`src/rtl/pipeline_types_pkg.sv`:
```
// Shared request/echo bus types for the control path.
package pipeline_types;

  typedef struct packed {
    logic rising;
    logic falling;
  } control_path_t;

  localparam control_path_t RESET_VALUES_CONTROL_PATH = '{rising: 1'b0, falling: 1'b0};

endpackage : pipeline_types

```
`src/rtl/output_shaper_if.sv`:
```
// Request and shaped-output bundle for output_shaper.
interface output_shaper_if;
  import pipeline_types::*;

  control_path_t i_control;
  control_path_t o_control;
  logic          o_signal;
  logic          o_busy;
  logic          o_dropped;

  modport master (output i_control, input o_control, o_signal, o_busy, o_dropped);
  modport slave  (input i_control, output o_control, o_signal, o_busy, o_dropped);

endinterface : output_shaper_if

```
`src/rtl/output_shaper.sv`:
```
// Drives one registered level from rising/falling requests, holding every level
// for at least MIN_HOLD_CYCLES clocks and coalescing requests made during a hold.
module output_shaper
  import pipeline_types::*;
#(
  parameter int unsigned MIN_HOLD_CYCLES = 5,
  parameter logic        RESET_LEVEL     = 1'b0
) (
  input  logic              i_clk,
  input  logic              i_reset_n,
  output_shaper_if.slave    shp
);

  localparam int unsigned CNT_W = (MIN_HOLD_CYCLES > 1) ? $clog2(MIN_HOLD_CYCLES) : 1;
  localparam logic [CNT_W-1:0] HOLD_RELOAD = CNT_W'(MIN_HOLD_CYCLES - 1);

  typedef enum logic {
    ST_IDLE,
    ST_HOLD
  } state_e;

  logic             level_q,   level_d;
  logic [CNT_W-1:0] cnt_q,     cnt_d;
  logic             pending_q, pending_d;
  control_path_t    ctrl_q,    ctrl_d;
  logic             dropped_q, dropped_d;

  state_e state_c;
  logic   req_up_c, req_dn_c, illegal_c, pend_eff_c;

  // A pending flag only lives inside a hold, so the counter alone picks the state.
  assign state_c = (cnt_q != '0) ? ST_HOLD : ST_IDLE;

  always_ff @(posedge i_clk or negedge i_reset_n) begin
    if (!i_reset_n) begin
      level_q   <= RESET_LEVEL;
      cnt_q     <= '0;
      pending_q <= 1'b0;
      ctrl_q    <= RESET_VALUES_CONTROL_PATH;
      dropped_q <= 1'b0;
    end else begin
      level_q   <= level_d;
      cnt_q     <= cnt_d;
      pending_q <= pending_d;
      ctrl_q    <= ctrl_d;
      dropped_q <= dropped_d;
    end
  end

  always_comb begin
    level_d    = level_q;
    cnt_d      = cnt_q;
    pending_d  = pending_q;
    ctrl_d     = RESET_VALUES_CONTROL_PATH;
    dropped_d  = 1'b0;
    req_up_c   = shp.i_control.rising & ~shp.i_control.falling;
    req_dn_c   = shp.i_control.falling & ~shp.i_control.rising;
    illegal_c  = shp.i_control.rising & shp.i_control.falling;
    pend_eff_c = pending_q;

    // Merge the incoming request with any queued transition toward ~level.
    if (illegal_c) begin
      dropped_d = 1'b1;
    end else if (req_up_c || req_dn_c) begin
      if (req_up_c != level_q) begin
        pend_eff_c = 1'b1;
      end else if (pending_q) begin
        pend_eff_c = 1'b0;
        dropped_d  = 1'b1;
      end
    end

    if (state_c == ST_IDLE && pend_eff_c) begin
      level_d        = ~level_q;
      cnt_d          = HOLD_RELOAD;
      pending_d      = 1'b0;
      ctrl_d.rising  = ~level_q;
      ctrl_d.falling = level_q;
    end else begin
      pending_d = pend_eff_c;
      if (state_c == ST_HOLD) begin
        cnt_d = cnt_q - CNT_W'(1);
      end
    end
  end

  assign shp.o_signal  = level_q;
  assign shp.o_control = ctrl_q;
  assign shp.o_dropped = dropped_q;
  assign shp.o_busy    = (cnt_q != '0) | pending_q;

endmodule : output_shaper
```
`src/flat_wrapper.sv`:
```
// flat-port wrapper written by rule: the top's interface ports become plain ports
module output_shaper_flat import pipeline_types::*;
#(
  parameter int unsigned MIN_HOLD_CYCLES = 5,
  parameter logic        RESET_LEVEL     = 1'b0
)
  (i_clk, i_reset_n, shp_i_control, shp_o_control, shp_o_signal, shp_o_busy, shp_o_dropped);
  output_shaper_if shp_i ();
  input  logic i_clk;
  input  logic i_reset_n;
  input wire logic [$bits(shp_i.i_control)-1:0] shp_i_control;
  output wire logic [$bits(shp_i.o_control)-1:0] shp_o_control;
  output wire logic [$bits(shp_i.o_signal)-1:0] shp_o_signal;
  output wire logic [$bits(shp_i.o_busy)-1:0] shp_o_busy;
  output wire logic [$bits(shp_i.o_dropped)-1:0] shp_o_dropped;
  assign shp_i.i_control = shp_i_control;
  assign shp_o_control = shp_i.o_control;
  assign shp_o_signal = shp_i.o_signal;
  assign shp_o_busy = shp_i.o_busy;
  assign shp_o_dropped = shp_i.o_dropped;
  output_shaper #(.MIN_HOLD_CYCLES(MIN_HOLD_CYCLES), .RESET_LEVEL(RESET_LEVEL)) u_core (.i_clk(i_clk), .i_reset_n(i_reset_n), .shp(shp_i));
endmodule
```
`config.mk`:
```
export PLATFORM = sky130hd
export DESIGN_NAME = output_shaper_flat
export DESIGN_NICKNAME = d
export VERILOG_FILES = /design/src/rtl/pipeline_types_pkg.sv /design/src/rtl/output_shaper_if.sv /design/src/rtl/output_shaper.sv /design/src/flat_wrapper.sv
export SDC_FILE = /design/constraint.sdc
export NUM_CORES = 1
export LEC_CHECK = 0
export ABC_AREA = 1
export CAP_MARGIN = 10
export CORE_AREA = 5 5 42 44
export DETAILED_ROUTE_END_ITERATION = 12
export DIE_AREA = 0 0 47 49
export PLACE_DENSITY = 0.62
export SYNTH_ARGS = -nofsm -noshare
export SYNTH_HDL_FRONTEND = slang
export SYNTH_SLANG_ARGS = --single-unit
```
`constraint.sdc`:
```
create_clock -name i_clk -period 2.7 [get_ports i_clk]
set_clock_uncertainty 0.15 [all_clocks]
set_input_delay 0.54 -clock i_clk [delete_from_list [all_inputs] [get_ports i_clk]]
set_output_delay 0.54 -clock i_clk [all_outputs]
set_load 0.02 [all_outputs]
```
# [Yosys cells after proc, flatten, opt, wreduce, memory -nomap -nowiden]
# Index checks and enable logic that the tools add are counted.
[word_totals] register_bits=8 in_bits=4 memories=0 latchBits=0 wordCells=32 ramBits=0 romBits=0
[classes] muxes=12 n_mul=0 n_lt_le_gt_ge=0 eq_ne=1 n_bitwise=8 reduce_logical=4 div=0 shift=0 n_addsub=1
[ops] operator="$mux W1" count=9
[ops] operator="$mux W3" count=2
[ops] operator="$not A1 Y1" count=4
[ops] operator="$and A1 B1 Y1" count=3
[ops] operator="$reduce_bool A3 Y1" count=1
[ops] operator="$sub A3 B1 Y3 const B" count=1
[ops] operator="$mux W2" count=1
[ops] operator="$reduce_bool A2 Y1" count=1
[ops] operator="$logic_and A1 B1 Y1" count=1
[ops] operator="$logic_or A1 B1 Y1" count=1
[ops] operator="$ne A1 B1 Y1" count=1
[ops] operator="$or A1 B1 Y1" count=1

# [Longest topological paths before layout]
# Gate-level depths: netlist (run 1).
[logic_depth] word_depth=8 depth_mapped=8

# [Least setup slack after synthesis (run 1)]
# OpenSTA, ideal clock, no wires.
[synth_timing] path_type="register -> output" startpoint="register u_core.cnt_q[0]" endpoint="output shp_o_busy" slack_ns=1.077 path_buffers=0 arrival_ns=0.933 stages_incl_launch_ff=6 cell_sequence="dfrtp_1 > inv_1 > ha_1 > inv_1 > nor2_4 > nand2_1"
[synth_via] elab_chain_len=2
[synth_rtl] item="start: declaration" line_no="output_shaper.sv:23" rtl="logic [CNT_W-1:0] cnt_q, cnt_d;"
[synth_rtl] item="start signal: assignment" line_no="output_shaper.sv:43" rtl="cnt_q <= cnt_d;"
[synth_rtl] item="$reduce_bool A3 Y1" line_no="output_shaper.sv:90" rtl="assign shp.o_busy = (cnt_q != '0) | pending_q;"
[synth_rtl] item="$or A1 B1 Y1" line_no="output_shaper.sv:90"
[synth_rtl] item="end: declaration" line_no="flat_wrapper.sv:14" rtl="output wire logic [$bits(shp_i.o_busy)-1:0] shp_o_busy;"
# Every way passes these cells.

# [Worst setup path in the final report (run 1)]
# Same ends and word-level chain as after synthesis.

==> flow_metrics.py, run 1 <==
metrics = {
    "worst_setup_path": {
        "critPathBufInv": 3,
        "r2r_end": "u_core.shp.o_signal$_DFFE_PN0P_",
        "crit_path_end": "shp_o_busy",
        "cp_common_cell": "inv_1",
        "r2r_start": "u_core.cnt_q[0]$_DFFE_PN0P_",
        "cp_top_family": "buffers and inverters",
        "crit_cells": 6,
        "arrival_ns": 1.74,
        "reg2regPathDepth": 7,
        "max_stage_delay_ns": 0.54,
        "worstPathMaxFanout": 7,
        "regToRegSetupSlack_ns": 1.34,
        "critPathKind": "flip-flop to primary output",
        "worstSetupEndpointType": "primary output",
        "crit_path_start_kind": "flip-flop",
        "crit_slowest_cell": "clkdlybuf4s50_1",
        "startpoint": "u_core.cnt_q[0]$_DFFE_PN0P_",
        "cp.required_ns": 2.01,
        "crit_chain": "inv_1 -> ha_1 -> inv_1 -> nor2_4 -> nand2_1 -> clkdlybuf4s50_1",
    },
    "routing": {
        "routed_wirelength_um": 677,
        "via_count": 320,
        "drc": 0,
        "viasPerCell": 4.38,
        "drt-initial-drc-count": 3,
        "wl_per_cell_um": 9.27,
        "dr.pass1.iters": 4,
        "final_antenna_net_count": 0,
    },
    "timing": {
        "hold_viol_final": 0,
        "post-route-min-period_ns": 2.43,
        "finalCritPeriodShare": 0.899,
        "finalSetupViolations": 0,
        "fmax_mhz": 412,
        "final.setup.tns_ns": 0,
        "tightest_slew_ns": 0.350,
        "rsz0062_at_grt": "false",
        "final_max_slew_viol_count": 0,
        "relSlewSlack": 0.766,
    },
    "layout": {
        "register_area_um2": 200,
        "final_nets": 67,
        "antennaDiodeCount": 0,
        "area_delta_synth_final_pct": 28.9,
        "drive_above_1_share": 0.175,
        "nFillCells": 151,
        "fin_util": 0.390,
        "multi_input_area_um2": 190,
    },
    "place": {
        "dp_hpwl_um": 534,
        "gp_congestion": 0.677,
        "port_buffers": 8,
    },
    "logic_synthesis": {
        "netlist_top_cells_count": "dfrtp_1 (8), inv_1 (8), nand2_1 (7), ha_1 (4)",
        "synth_top_area_frac": 0.472,
        "synth_area_leader_cell": "dfrtp_1",
        "synthSimpleGateAreaFrac": 0.257,
        "synth-compound-area-share": 0.0737,
        "synth.distinct_cells": 16,
        "syn_nets": 54,
        "synthFlopType": "dfrtp_1",
        "syn-instance-count": 46,
        "synthMuxAreaShare": 0,
        "synth_area_um2": 424,
        "yosys-top-cells-area": "dfrtp_1 (47%), ha_1 (12%), inv_1 (7.1%)",
        "synth-adder-area-share": 0.118,
        "synth_top_family_by_area": "simple AND/OR/NAND/NOR gates",
        "yosysWarnings": 0,
        "ys_ff_latch": 8,
        "syn_area_per_cell_um2": 9.22,
        "seq_area_frac_synth": 0.472,
        "synth-xor-area-share": 0,
        "async_flop_share": 1.00,
        "synth_edf_count": 0,
    },
    "global_route": {
        "overflow": 0,
        "grt_use_total": 0.0760,
        "grt_max_degree": 9,
        "first_global_vias": 297,
        "grt_pass1_wl_um": 1160,
        "antenna_found_initial": 0,
    },
    "floorplan": {
        "rows": 14,
        "die_w_um": 47,
        "initial_core_util": 0.303,
        "fp.dieH_um": 49,
        "core_area_mm2": 0.00140,
        "dieArea_mm2": 0.00230,
        "io-pin-count": 9,
    },
    "clock_tree": {
        "cts_sinks": 8,
        "clk_pin_slew_worst_paths_ns": 0.05,
        "cts_buffers": 3,
        "insertion_delay_ns": 0.25,
        "cts.hold.buffers_added": 0,
        "post_cts_resized": 0,
        "cts.htree.levels": 1,
        "cts_setup_buffers": 0,
        "cts_tree": "done",
        "clk_path_buf_depth": 2,
        "root_buffer": "clkbuf_4",
    },
    "power": {
        "powerDensity_mw_per_mm2": 995,
        "peakVddDrop_mv": 0.352,
        "leakage_nw": 0.277,
    },
    "worst_hold_path": {
        "hp-class": "flip-flop to flip-flop",
    },
    "run": {
        "cap_violations": 0,
    },
    "run_status": {
        "outcome": "finished, final reports clean",
    },
}
## sequential cells by signal, indices dropped and copies added (netlist names)
signal and cells:
u_core.pending_q 1, u_core.shp.o_control 2, u_core.shp.o_signal 1, u_core.cnt_q 3
u_core.shp.o_dropped 1
## cells in the final DEF, fill, tap and decap left out
cell type / n
a21oi_1: 1
clkbuf_4: 3
clkdlybuf4s50_1: 8
dfrtp_1: 8
ha_1: 4
inv_1: 8
inv_2: 1
nand2_1: 7
nand2_2: 2
nand3_1: 3
nand3_2: 2
nand4_1: 1
nor2_1: 3
nor2_4: 1
o21ai_0: 2
o21ai_2: 1
o21bai_1: 1
or2_1: 1
## worst register-to-register path, delay by kind of cell, from the launching register on
kind,cells,cell delay [ns]
simple gates,4,0.40
fa+ha+maj,1,0.15
buf+inv,2,0.18
flops,1,0.37
## kinds of logic (layout without fill, tap and decap cells)
logic type               after synthesis  in the layout
AO/OA/AOI/OAI                          5              5
adder cells (fa/ha/maj)                4              4
buffers and inverters                  9             20
flip-flops                             8              8
AND/OR/NAND/NOR                       20             20
## per-layer routing
| metal | up-vias | global-route usage | share of wire |
|---|---|---|---|
| met2 | 11 | 0.0973 | 0.40 |
| met5 | - | 0 | 0 |
| met3 | 4 | 0.0443 | 0.095 |
| met4 | 0 | 0.0691 | 0.040 |
| li1 | 167 | - | - |
| met1 | 138 | 0.0837 | 0.46 |
## how the worst min path moves through the flow
stage | from | end | slack (ns) | cells past startpoint
global placement | u_core.cnt_q[1]$_DFFE_PN0P_ | u_core.cnt_q[1]$_DFFE_PN0P_ | 0.33 | 2
finish | u_core.cnt_q[1]$_DFFE_PN0P_ | u_core.cnt_q[1]$_DFFE_PN0P_ | 0.35 | 2
CTS | u_core.cnt_q[1]$_DFFE_PN0P_ | u_core.cnt_q[1]$_DFFE_PN0P_ | 0.35 | 2
detailed placement | u_core.cnt_q[1]$_DFFE_PN0P_ | u_core.cnt_q[1]$_DFFE_PN0P_ | 0.34 | 2
floorplan | i_reset_n | u_core.cnt_q[0]$_DFFE_PN0P_ | 0.09 | 0
global route | u_core.cnt_q[0]$_DFFE_PN0P_ | u_core.cnt_q[0]$_DFFE_PN0P_ | 0.38 | 2
## area by class of cell
class,instances,area share
sequential,8,0.366
tap,16,0.0366
inverter,9,0.0618
timing repair buffer,8,0.146
multi-input combinational,29,0.348
clock buffer,3,0.0412
## through the flow
stage	cell area, um2	hold WS, ns	std cells	power, W	setup WS [ns]
3_5_place_dp	524	0.338	70	0.000457	0.556
5_1_grt	547	0.382	73	0.000598	0.179
4_1_cts	547	0.350	73	0.000554	0.255
2_1_floorplan	424	0.0944	46	0.000378	1.08
6_report	547	0.351	73	0.000544	0.272
3_3_place_gp	524	0.332	70	0.000453	0.573
## report_power, final
group	internal [W]	switching (W)	leakage, nW
sequential	0.000169	0.0000331	0.0991
combinational	0.000105	0.000148	0.164
clock	0.0000508	0.0000395	0.0138
total	0.000324	0.000220	0.277
No activity file was read; power rests on OpenSTA's default activity.
==> run 2: changes to the inputs <==
SKIP_CTS_REPAIR_TIMING = 1   (was default)
==> results of run 2 <==
Final layout, timing and power as in run 1 (identical DEF).
==> run 3: changes to the inputs <==
clock period = 2.6 ns   (was 2.7 ns; I/O delays follow)
==> results of run 3 <==
The final DEF is identical to that of run 1. Status: finished, final reports clean.
Main changes from that run: setup slack after placement 0.556 ns -> 0.476 ns; setup slack after layout 0.272 ns -> 0.192 ns; register-to-register setup slack 1.34 ns -> 1.24 ns; total power 0.000544 W -> 0.000565 W; worst IR drop on VDD 0.352 mV -> 0.366 mV
